File: src/rtl/hilo_sequencer.sv
// HI/LO register pair fed by an external iterative multiplier: sequences
// load/run of the multiplier, captures the product, and aborts on timeout.
module hilo_sequencer #(
   parameter int TIMEOUT = 40
) (
   input  logic        clk,
   input  logic        rst,
   input  logic        start,
   input  logic [31:0] a,
   input  logic [31:0] b,
   input  logic        we_hi,
   input  logic        we_lo,
   input  logic [31:0] wdata,
   output logic [31:0] hi,
   output logic [31:0] lo,
   output logic        busy,
   output logic        done,
   output logic        err,
   output logic [31:0] mul_a,
   output logic [31:0] mul_b,
   output logic        mul_ena,
   output logic        mul_rst,
   input  logic [63:0] mul_p,
   input  logic        mul_dne,
   output logic [1:0]  dbg_state
);

   // Handshake: start is taken on any edge where busy is low; busy stays high
   // until the product is captured (done pulses next cycle) or the run times
   // out. mul_rst is a one-cycle load; mul_dne is only trusted in RUN.
   typedef enum logic [1:0] {
      IDLE = 2'd0,
      LOAD = 2'd1,
      RUN  = 2'd2
   } state_t;

   localparam int CW = $clog2(TIMEOUT + 1);

   state_t        state, state_nxt;
   logic [CW-1:0] run_cnt;
   logic          accept, capture, expire;

   always_comb begin
      state_nxt = state;
      accept    = 1'b0;
      capture   = 1'b0;
      expire    = 1'b0;
      case (state)
         IDLE: begin
            if (start) begin
               accept    = 1'b1;
               state_nxt = LOAD;
            end
         end
         LOAD: state_nxt = RUN;
         RUN: begin
            if (mul_dne) begin
               capture   = 1'b1;
               state_nxt = IDLE;
            end else if (run_cnt == CW'(TIMEOUT - 1)) begin
               expire    = 1'b1;
               state_nxt = IDLE;
            end
         end
         default: state_nxt = IDLE;
      endcase
   end

   always_ff @(posedge clk or negedge rst) begin
      if (!rst) begin
         state   <= IDLE;
         run_cnt <= '0;
         hi      <= '0;
         lo      <= '0;
         done    <= 1'b0;
         err     <= 1'b0;
         mul_a   <= '0;
         mul_b   <= '0;
      end else begin
         state <= state_nxt;
         done  <= capture;
         if (expire)
            err <= 1'b1;
         if (state == LOAD)
            run_cnt <= '0;
         else if (state == RUN)
            run_cnt <= run_cnt + CW'(1);
         if (accept) begin
            mul_a <= a;
            mul_b <= b;
         end
         // A direct write loses to a same-cycle start.
         if (capture) begin
            hi <= mul_p[63:32];
            lo <= mul_p[31:0];
         end else if (state == IDLE && !start) begin
            if (we_hi)
               hi <= wdata;
            if (we_lo)
               lo <= wdata;
         end
      end
   end

   assign busy      = (state != IDLE);
   assign mul_rst   = (state == LOAD);
   assign mul_ena   = (state == LOAD) || (state == RUN);
   assign dbg_state = state;

endmodule

File: config.mk
export PLATFORM = sky130hd
export DESIGN_NAME = hilo_sequencer
export DESIGN_NICKNAME = d
export VERILOG_FILES = /design/src/rtl/hilo_sequencer.sv
export SDC_FILE = /design/constraint.sdc
export NUM_CORES = 1
export LEC_CHECK = 0
export CAP_MARGIN = 15
export CORE_ASPECT_RATIO = 0.6
export CORE_MARGIN = 3
export CORE_UTILIZATION = 44
export DETAILED_ROUTE_END_ITERATION = 12
export HOLD_SLACK_MARGIN = 0.02
export PLACE_DENSITY_LB_ADDON = 0.12
export SKIP_LAST_GASP = 1
export SYNTH_ARGS = -nofsm -noshare
export SYNTH_HDL_FRONTEND = slang
export SYNTH_SLANG_ARGS = --single-unit
File: constraint.sdc
create_clock -name clk -period 4.3 [get_ports clk]
set_input_delay 0.86 -clock clk [delete_from_list [all_inputs] [get_ports clk]]
set_output_delay 0.86 -clock clk [all_outputs]
set_load 0.005 [all_outputs]
# == Word-level counts from Yosys, hierarchy flattened ==
# Cells that the tools add are included.
# op_classes
add_sub_neg,1
n_eq_ne,5
muxes,19
n_reduce_logical,12
# op_table
operator,n
32-bit 2-to-1 mux,6
6-bit 2-to-1 mux,2
2-bit nonzero test,5
1-bit 2-to-1 mux,7
"6-bit by 1-bit adder with 6-bit output, second input constant",1
"6-bit == test, second input constant",1
2-bit 2-to-1 mux,3
2-bit case mux with 3 select lines,1
2-bit AND reduction,3
"3-bit != test, second input constant",1
"2-bit by 1-bit == test with 1-bit output, second input constant",1
"2-bit == test, second input constant",1
2-bit logical NOT,1
"2-bit != test, second input constant",1
1-bit logical AND,1
1-bit logical NOT,1
1-bit logical OR,1
# word_totals
reg_bits,138
input_bits,166
out_inout_bits,135
wordCells,45

# == Longest topological paths before layout ==
# Gate-level depths: netlist of run 1.
# logic_depth
ltp_word,4
ltp_mapped,7
depth_no_buf,5

# == Worst setup path before layout of run 1 ==
# Ideal clock, no wire load.
# synth_path
path_kind,register to output
from,"register state[0], in the netlist dbg_state[0]"
to,output port busy
arrival_ns,0.831
required_time_ns,3.440
path_slack_ns,2.609
path_stages_with_launch,4
path_buffers,0
path_cell_list,dfrtp_1 -> inv_1 -> ha_1 -> inv_1
# synth_via
elab_chain_len,1
# synth_lines
element,line,text
start: declaration,39,"state_t state, state_nxt;"
start signal: assignment,80,state <= state_nxt;
2-bit nonzero test,105,assign busy = (state != IDLE);
end: declaration,16,"output logic busy,"
# No other way between the ends.

# == Worst setup path after layout of run 1 ==
# layout_path
from,"register state[0], in the netlist dbg_state[0]"
to,output port mul_ena
# layout_via
elab_chain_len,2
elab_cells_between_ends,3
classes_between,2 x eq/ne; 1 x reduce/logical
# layout_lines
element,line,text
2-bit by 1-bit == test with 1-bit output / 2-bit == test (equally long branches),107,assign mul_ena = (state == LOAD) || (state == RUN);
1-bit logical OR *,107,
end: declaration,21,"output logic mul_ena,"
# Every way passes the cells marked *; elsewhere a longest branch is shown, timed or not.

==> impl_metrics.json, run 1 <==
{
  "status": "completed",
  "vias": 4744,
  "grt_pass1_wl_um": 26720,
  "ctsHtreeMaxLevel": 4,
  "crit_buf_inv": 2,
  "slowest_delay_ps": 570,
  "peakVddDrop_uv": 421.8,
  "r2r-start": "dbg_state[0]$_DFFE_PN0P_",
  "ios": 301,
  "worstReg2RegEnd": "lo[4]$_DFFE_PN0P_",
  "grt_use_met2_pct": 39.72,
  "ant_nets": 0,
  "cts.sink_count": 138,
  "required_ps": 3440,
  "root_buffer": "clkbuf_16",
  "clkPwrFrac_pct": 22.3,
  "worstRegToRegCells": 6,
  "yosysWarnings": 0,
  "synth.area.top_cells": "dfrtp_1 (58%), mux2_2 (11%), mux2i_1 (11%), a21oi_1 (5.5%), nor2_1 (4.1%)",
  "fin_cells": 950,
  "initial_utilization_pct": 45.82,
  "p_switching_mw": 1.988,
  "startpoint_type": "flip-flop",
  "wl_um": 17880,
  "dr.pass1.iters": 4,
  "synth_edf_count": 0,
  "yosysTopAreaCellShare_pct": 57.74,
  "clock_latency_ps": 420,
  "fin_skew_ps": 10.24,
  "hold_class": "in -> async",
  "cts_hold_buf": 0,
  "finalNetCount": 938,
  "yosysMostFrequentCell": "dfrtp_1",
  "p_sw_share_pct": 29.64,
  "final.setup.worst_slack_ps": 1461,
  "power.density_nw_per_um2": 698.5,
  "finalCritPeriodShare_pct": 66.02,
  "portBuffers": 300,
  "endpoint_kind": "output port",
  "path_depth": 3,
  "cts_tree": "done",
  "cts_buffers": 17,
  "area_growth_pct": 60.54,
  "finalPower_mw": 6.706,
  "fin_area_um2": 9602,
  "avgSynthCellArea_um2": 12.70,
  "grt_usage_pct": 23.26,
  "antenna_found_initial": 0,
  "grt_max_degree": 122,
  "postSynth.asyncResetShare_pct": 100.0,
  "via_per_inst": 4.994,
  "ys_seq_area_share_pct": 57.74,
  "syn_inst": 471,
  "tns_ps": 0,
  "period_needed_ps": 2839,
  "slew_headroom_pct": 27.59,
  "synth.largest_area_cell": "dfrtp_1",
  "cellLeakagePower_nw": 4.362,
  "worst-setup-path-type": "reg -> out",
  "finalHoldViolCount": 0,
  "core-area_um2": 13050,
  "use_met1_pct": 27.43,
  "fp.dieH_um": 96.31,
  "synth_area_um2": 5981,
  "dp.cells": 917,
  "cts_resized": 0,
  "synth_cell_types": 32,
  "drv_cap": 0,
  "synth_nets": 642,
  "die_area_um2": 15070,
  "drive_above_1_share_pct": 12.69,
  "dp_slack_ps": 1530,
  "die_w_um": 156.5,
  "antenna_cells": 0,
  "setup_viol": 0,
  "cp_top_family": "buffers and inverters",
  "ys_ff_latch": 138,
  "crit_arrival_ps": 1980,
  "clkTransAtPathRegs_ps": 60,
  "drc_errors": 0,
  "max_freq_mhz": 352.2,
  "rows": 32,
  "first_global_vias": 5038,
  "worst_pin_slew_ps": 1086,
  "cts_setup_buffers": 0,
  "fillers": 920,
  "post_drt_wl_per_cell_um": 18.82,
  "grt_setup_unrepaired": "false",
  "p_seq_share_pct": 34.5,
  "cpMaxStageDelayCell": "clkdlybuf4s50_1",
  "clock_path_buffers": 2,
  "p_comb_share_pct": 43.2,
  "grt_most_used_layer": "met2",
  "dpl.hpwl_um": 12950,
  "ff2ff_setup_slack_ps": 2090,
  "synth_common_cells": "dfrtp_1 (138), a21oi_1 (66), mux2i_1 (66)",
  "dpl_cell_area_um2": 8970,
  "p_int_mw": 4.719,
  "slew_violations": 0,
  "cp_cell_sequence": "inv_1 -> ha_1 -> clkdlybuf4s50_1",
  "grt-ovfl-total": 0,
  "critPathMaxFanout": 10,
  "gp_congestion": 0.8877,
  "synth_ff_type": "dfrtp_1",
  "use_met3_pct": 7.727,
  "first_iter_violations": 315
}
per-stage QoR:
| step | hold WS, ps | utilization [%] |
|---|---|---|
| final | 270.5 | 73.56 |
| after global routing | 262.5 | 73.56 |
| after CTS | 498.7 | 73.35 |
| after detailed placement | 463.9 | 68.72 |
| after global placement | 450.3 | 68.72 |
| after floorplan | 460.2 | - |
worst max-delay path by stage:
| stage | startpoint | end | slack, ps |
|---|---|---|---|
| after floorplan | dbg_state[0]$_DFFE_PN0P_ | busy | 2610 |
| after global placement | mul_dne | hi[14]$_DFFE_PN0P_ | 1630 |
| after detailed placement | mul_dne | hi[27]$_DFFE_PN0P_ | 1530 |
| after CTS | dbg_state[0]$_DFFE_PN0P_ | mul_ena | 1450 |
| after global routing | dbg_state[0]$_DFFE_PN0P_ | mul_ena | 1340 |
| final | dbg_state[0]$_DFFE_PN0P_ | mul_ena | 1460 |
routing by layer:
layer | vias to the layer above | share of wire [%]
met1 | 2289 | 39
met4 | 0 | 2.2
met2 | 190 | 50
li1 | 2234 | -
met3 | 31 | 8.1
met5 | - | 0
worst reg2reg max path, cell delays in order (launching register included):
cell and delay (ps):
dfrtp_1 410, inv_1 110, ha_1 260, nand2_4 770, buf_4 390, nor2_1 50, a21oi_1 130
flip-flops by register name (all words and copies together), names as in the netlist:
signal     flops
done           1
hi            32
run_cnt        6
mul_b         32
err            1
dbg_state      2
mul_a         32
lo            32
power by group through the flow:
| stage | Combinational (mW) | Clock, mW | Sequential [mW] |
|---|---|---|---|
| 6_report | 2.90 | 1.50 | 2.31 |
| 5_1_grt | 3.13 | 1.59 | 2.39 |
| 4_1_cts | 2.93 | 1.52 | 2.31 |
| 3_5_place_dp | 2.92 | 0 | 2.33 |
| 3_3_place_gp | 2.84 | 0 | 2.28 |
| 2_1_floorplan | 1.16 | 0 | 2.34 |
cells in the final DEF (no fill, tap or decap), drive strengths merged, types with 2 or more instances in the layout:
cell	instances
bufinv	3
ha	5
nand3b	3
inv	7
nand2	4
o211ai	2
nor2	65
o22ai	2
clkinv	7
o21ai	5
nand2b	3
clkinvlp	2
mux2i	66
dfrtp	138
clkdlybuf4s50	299
a21oi	66
buf	7
clkbuf	19
nor2b	2
mux2	64
final cells by class:
cell class                 count  area (µm²)  area share (%)
clock buffer                  19       432.9           4.509
clock inverter                13       171.4           1.785
inverter                       6       22.52          0.2346
multi-input combinational    298        2240           23.33
sequential                   138        3453           35.97
tap                          170       212.7           2.215
timing repair buffer         306        3069           31.97
logic make-up after synthesis:
group           synth area share, %
flops                         57.74
mux                           23.10
simple gates                  5.962
compound gates                7.071
buf+inv                       4.937
fa+ha+maj                     1.046
xor+xnor                     0.1465
Note: power is estimated with default switching activity, not from simulation.
==> run 2: changes to the inputs <==
- CORE_UTILIZATION: 44 -> 40
- clock period: 4.3 -> 3 ns (I/O delays scaled with it)
==> run 2 against run 1 <==
  * First-iteration DRC count down 21%
  * Global-route usage down 1.5 points
  * Clock power up 59%
  * Design area up 1.6%
  * Final cell count up 2.5%
  * Largest cell class unchanged
  * Setup slack worse by 1100 ps
  * Clock-buffer cell count down 1
  * Sequential share of layout area down 0.58 points
  * Wire length up 0.42%
  * Sequential cell count unchanged
==> impl_metrics.json, run 2 (synthesized netlist as in run 1, its figures left out) <==
{
  "initial_utilization_pct": 42.35,
  "clkTransAtPathRegs_ps": 70,
  "slew_headroom_pct": 58.74,
  "area_growth_pct": 63.18,
  "cellLeakagePower_nw": 4.430,
  "cts.sink_count": 138,
  "ant_nets": 0,
  "cts_hold_buf": 0,
  "portBuffers": 300,
  "worst_pin_slew_ps": 618.8,
  "dr.pass1.iters": 4,
  "finalHoldViolCount": 0,
  "hold_class": "in -> async",
  "root_buffer": "clkbuf_16",
  "grt_most_used_layer": "met2",
  "grt_use_met2_pct": 38.15,
  "power.density_nw_per_um2": 1013,
  "ctsHtreeMaxLevel": 4,
  "drc_errors": 0,
  "antenna_found_initial": 0,
  "first_global_vias": 5128,
  "use_met3_pct": 8.498,
  "cts_resized": 0,
  "cts_buffers": 17,
  "finalCritPeriodShare_pct": 86.56,
  "grt-ovfl-total": 0,
  "drv_cap": 0,
  "die_w_um": 163.9,
  "wl_um": 17960,
  "worst-setup-path-type": "reg -> out",
  "post_drt_wl_per_cell_um": 18.44,
  "crit_arrival_ps": 2000,
  "critPathMaxFanout": 10,
  "grt_usage_pct": 21.80,
  "clock_latency_ps": 410,
  "final_common_cell": "clkdlybuf4s50_1",
  "holdWs_ps": 151.2,
  "fin_skew_ps": 11.99,
  "endpoint_kind": "output port",
  "cts_setup_buffers": 0,
  "fillers": 1073,
  "die_area_um2": 16500,
  "period_needed_ps": 2597,
  "finalNetCount": 941,
  "required_ps": 2400,
  "first_iter_violations": 250,
  "status": "completed",
  "peakVddDrop_uv": 514.8,
  "ios": 301,
  "via_per_inst": 4.905,
  "fp.dieH_um": 100.7,
  "dpl.hpwl_um": 13550,
  "grt_setup_unrepaired": "false",
  "setup_viol": 0,
  "core-area_um2": 14120,
  "cts_tree": "done",
  "grt_max_degree": 61,
  "final_cell_mix": "clkdlybuf4s50_1 (299), dfrtp_1 (138), mux2i_1 (66), a21oi_1 (66), nor2_1 (65)",
  "multi_input_area_um2": 2240,
  "rows": 33,
  "slew_violations": 0,
  "startpoint_type": "flip-flop",
  "clock_path_buffers": 2,
  "gp_congestion": 0.7981,
  "max_freq_mhz": 385.1,
  "tns_ps": 0,
  "drive_above_1_share_pct": 13.04,
  "antenna_cells": 0,
  "grt_pass1_wl_um": 27860,
  "regArea_um2": 3453,
  "ff2ff_setup_slack_ps": 1110,
  "use_met1_pct": 25.97,
  "vias": 4777
}
-- run 2: final cells by class --
type	count	area share, %
multi-input combinational	298	22.95
inverter	6	0.2308
clock buffer	18	4.397
tap	192	2.462
clock inverter	13	2.462
timing repair buffer	309	32.12
sequential	138	35.38
-- run 2: routing by layer --
metal | vias up | part of all wire (%)
met1 | 2347 | 40
met3 | 13 | 8.2
met4 | 0 | 0.78
met5 | - | 0
li1 | 2258 | -
met2 | 159 | 51
-- run 2: worst paths after layout --
check                                              start  cells past startpoint                    to
worst max-delay path            dbg_state[1]$_DFFE_PN0P_                      3               mul_ena
worst min-delay path                                 rst                      1     hi[8]$_DFFE_PN0P_
worst max register to register  dbg_state[0]$_DFFE_PN0P_                      5  mul_a[5]$_DFFE_PN0P_
worst min register to register           err$_DFFE_PN0P_                      1       err$_DFFE_PN0P_
max in group asynchronous                            rst                      2    hi[15]$_DFFE_PN0P_
min in group clk                         err$_DFFE_PN0P_                      1       err$_DFFE_PN0P_
-- run 2: per-stage QoR --
step / worst slack (ps) / std cells / power, mW / util [%] / instance area [µm²]
finish: 403.1 / 974 / 9.888 / 69.11 / 9759
global route: 314.7 / 974 / 10.47 / 69.11 / 9759
CTS: 396.2 / 974 / 10.00 / 69.11 / 9759
detailed placement: 754.3 / 943 / 7.576 / 64.37 / 9090
global placement: 845.7 / 943 / 7.408 / 64.37 / 9090
floorplan: 1388 / 471 / 5.022 / - / 5981
-- run 2: critical path, cell delays in order (launching register included) --
cell and delay, ps:
dfrtp_1 410, inv_1 100, ha_1 500, clkdlybuf4s50_1 580
-- run 2: power breakdown --
| group | internal, mW | leakage [nW] | total (mW) | switching (mW) |
|---|---|---|---|---|
| sequential | 2.80 | 1.61 | 3.31 | 0.511 |
| clock | 1.57 | 0.322 | 2.39 | 0.823 |
| combinational | 2.68 | 2.50 | 4.19 | 1.51 |
| total | 7.05 | 4.43 | 9.89 | 2.84 |
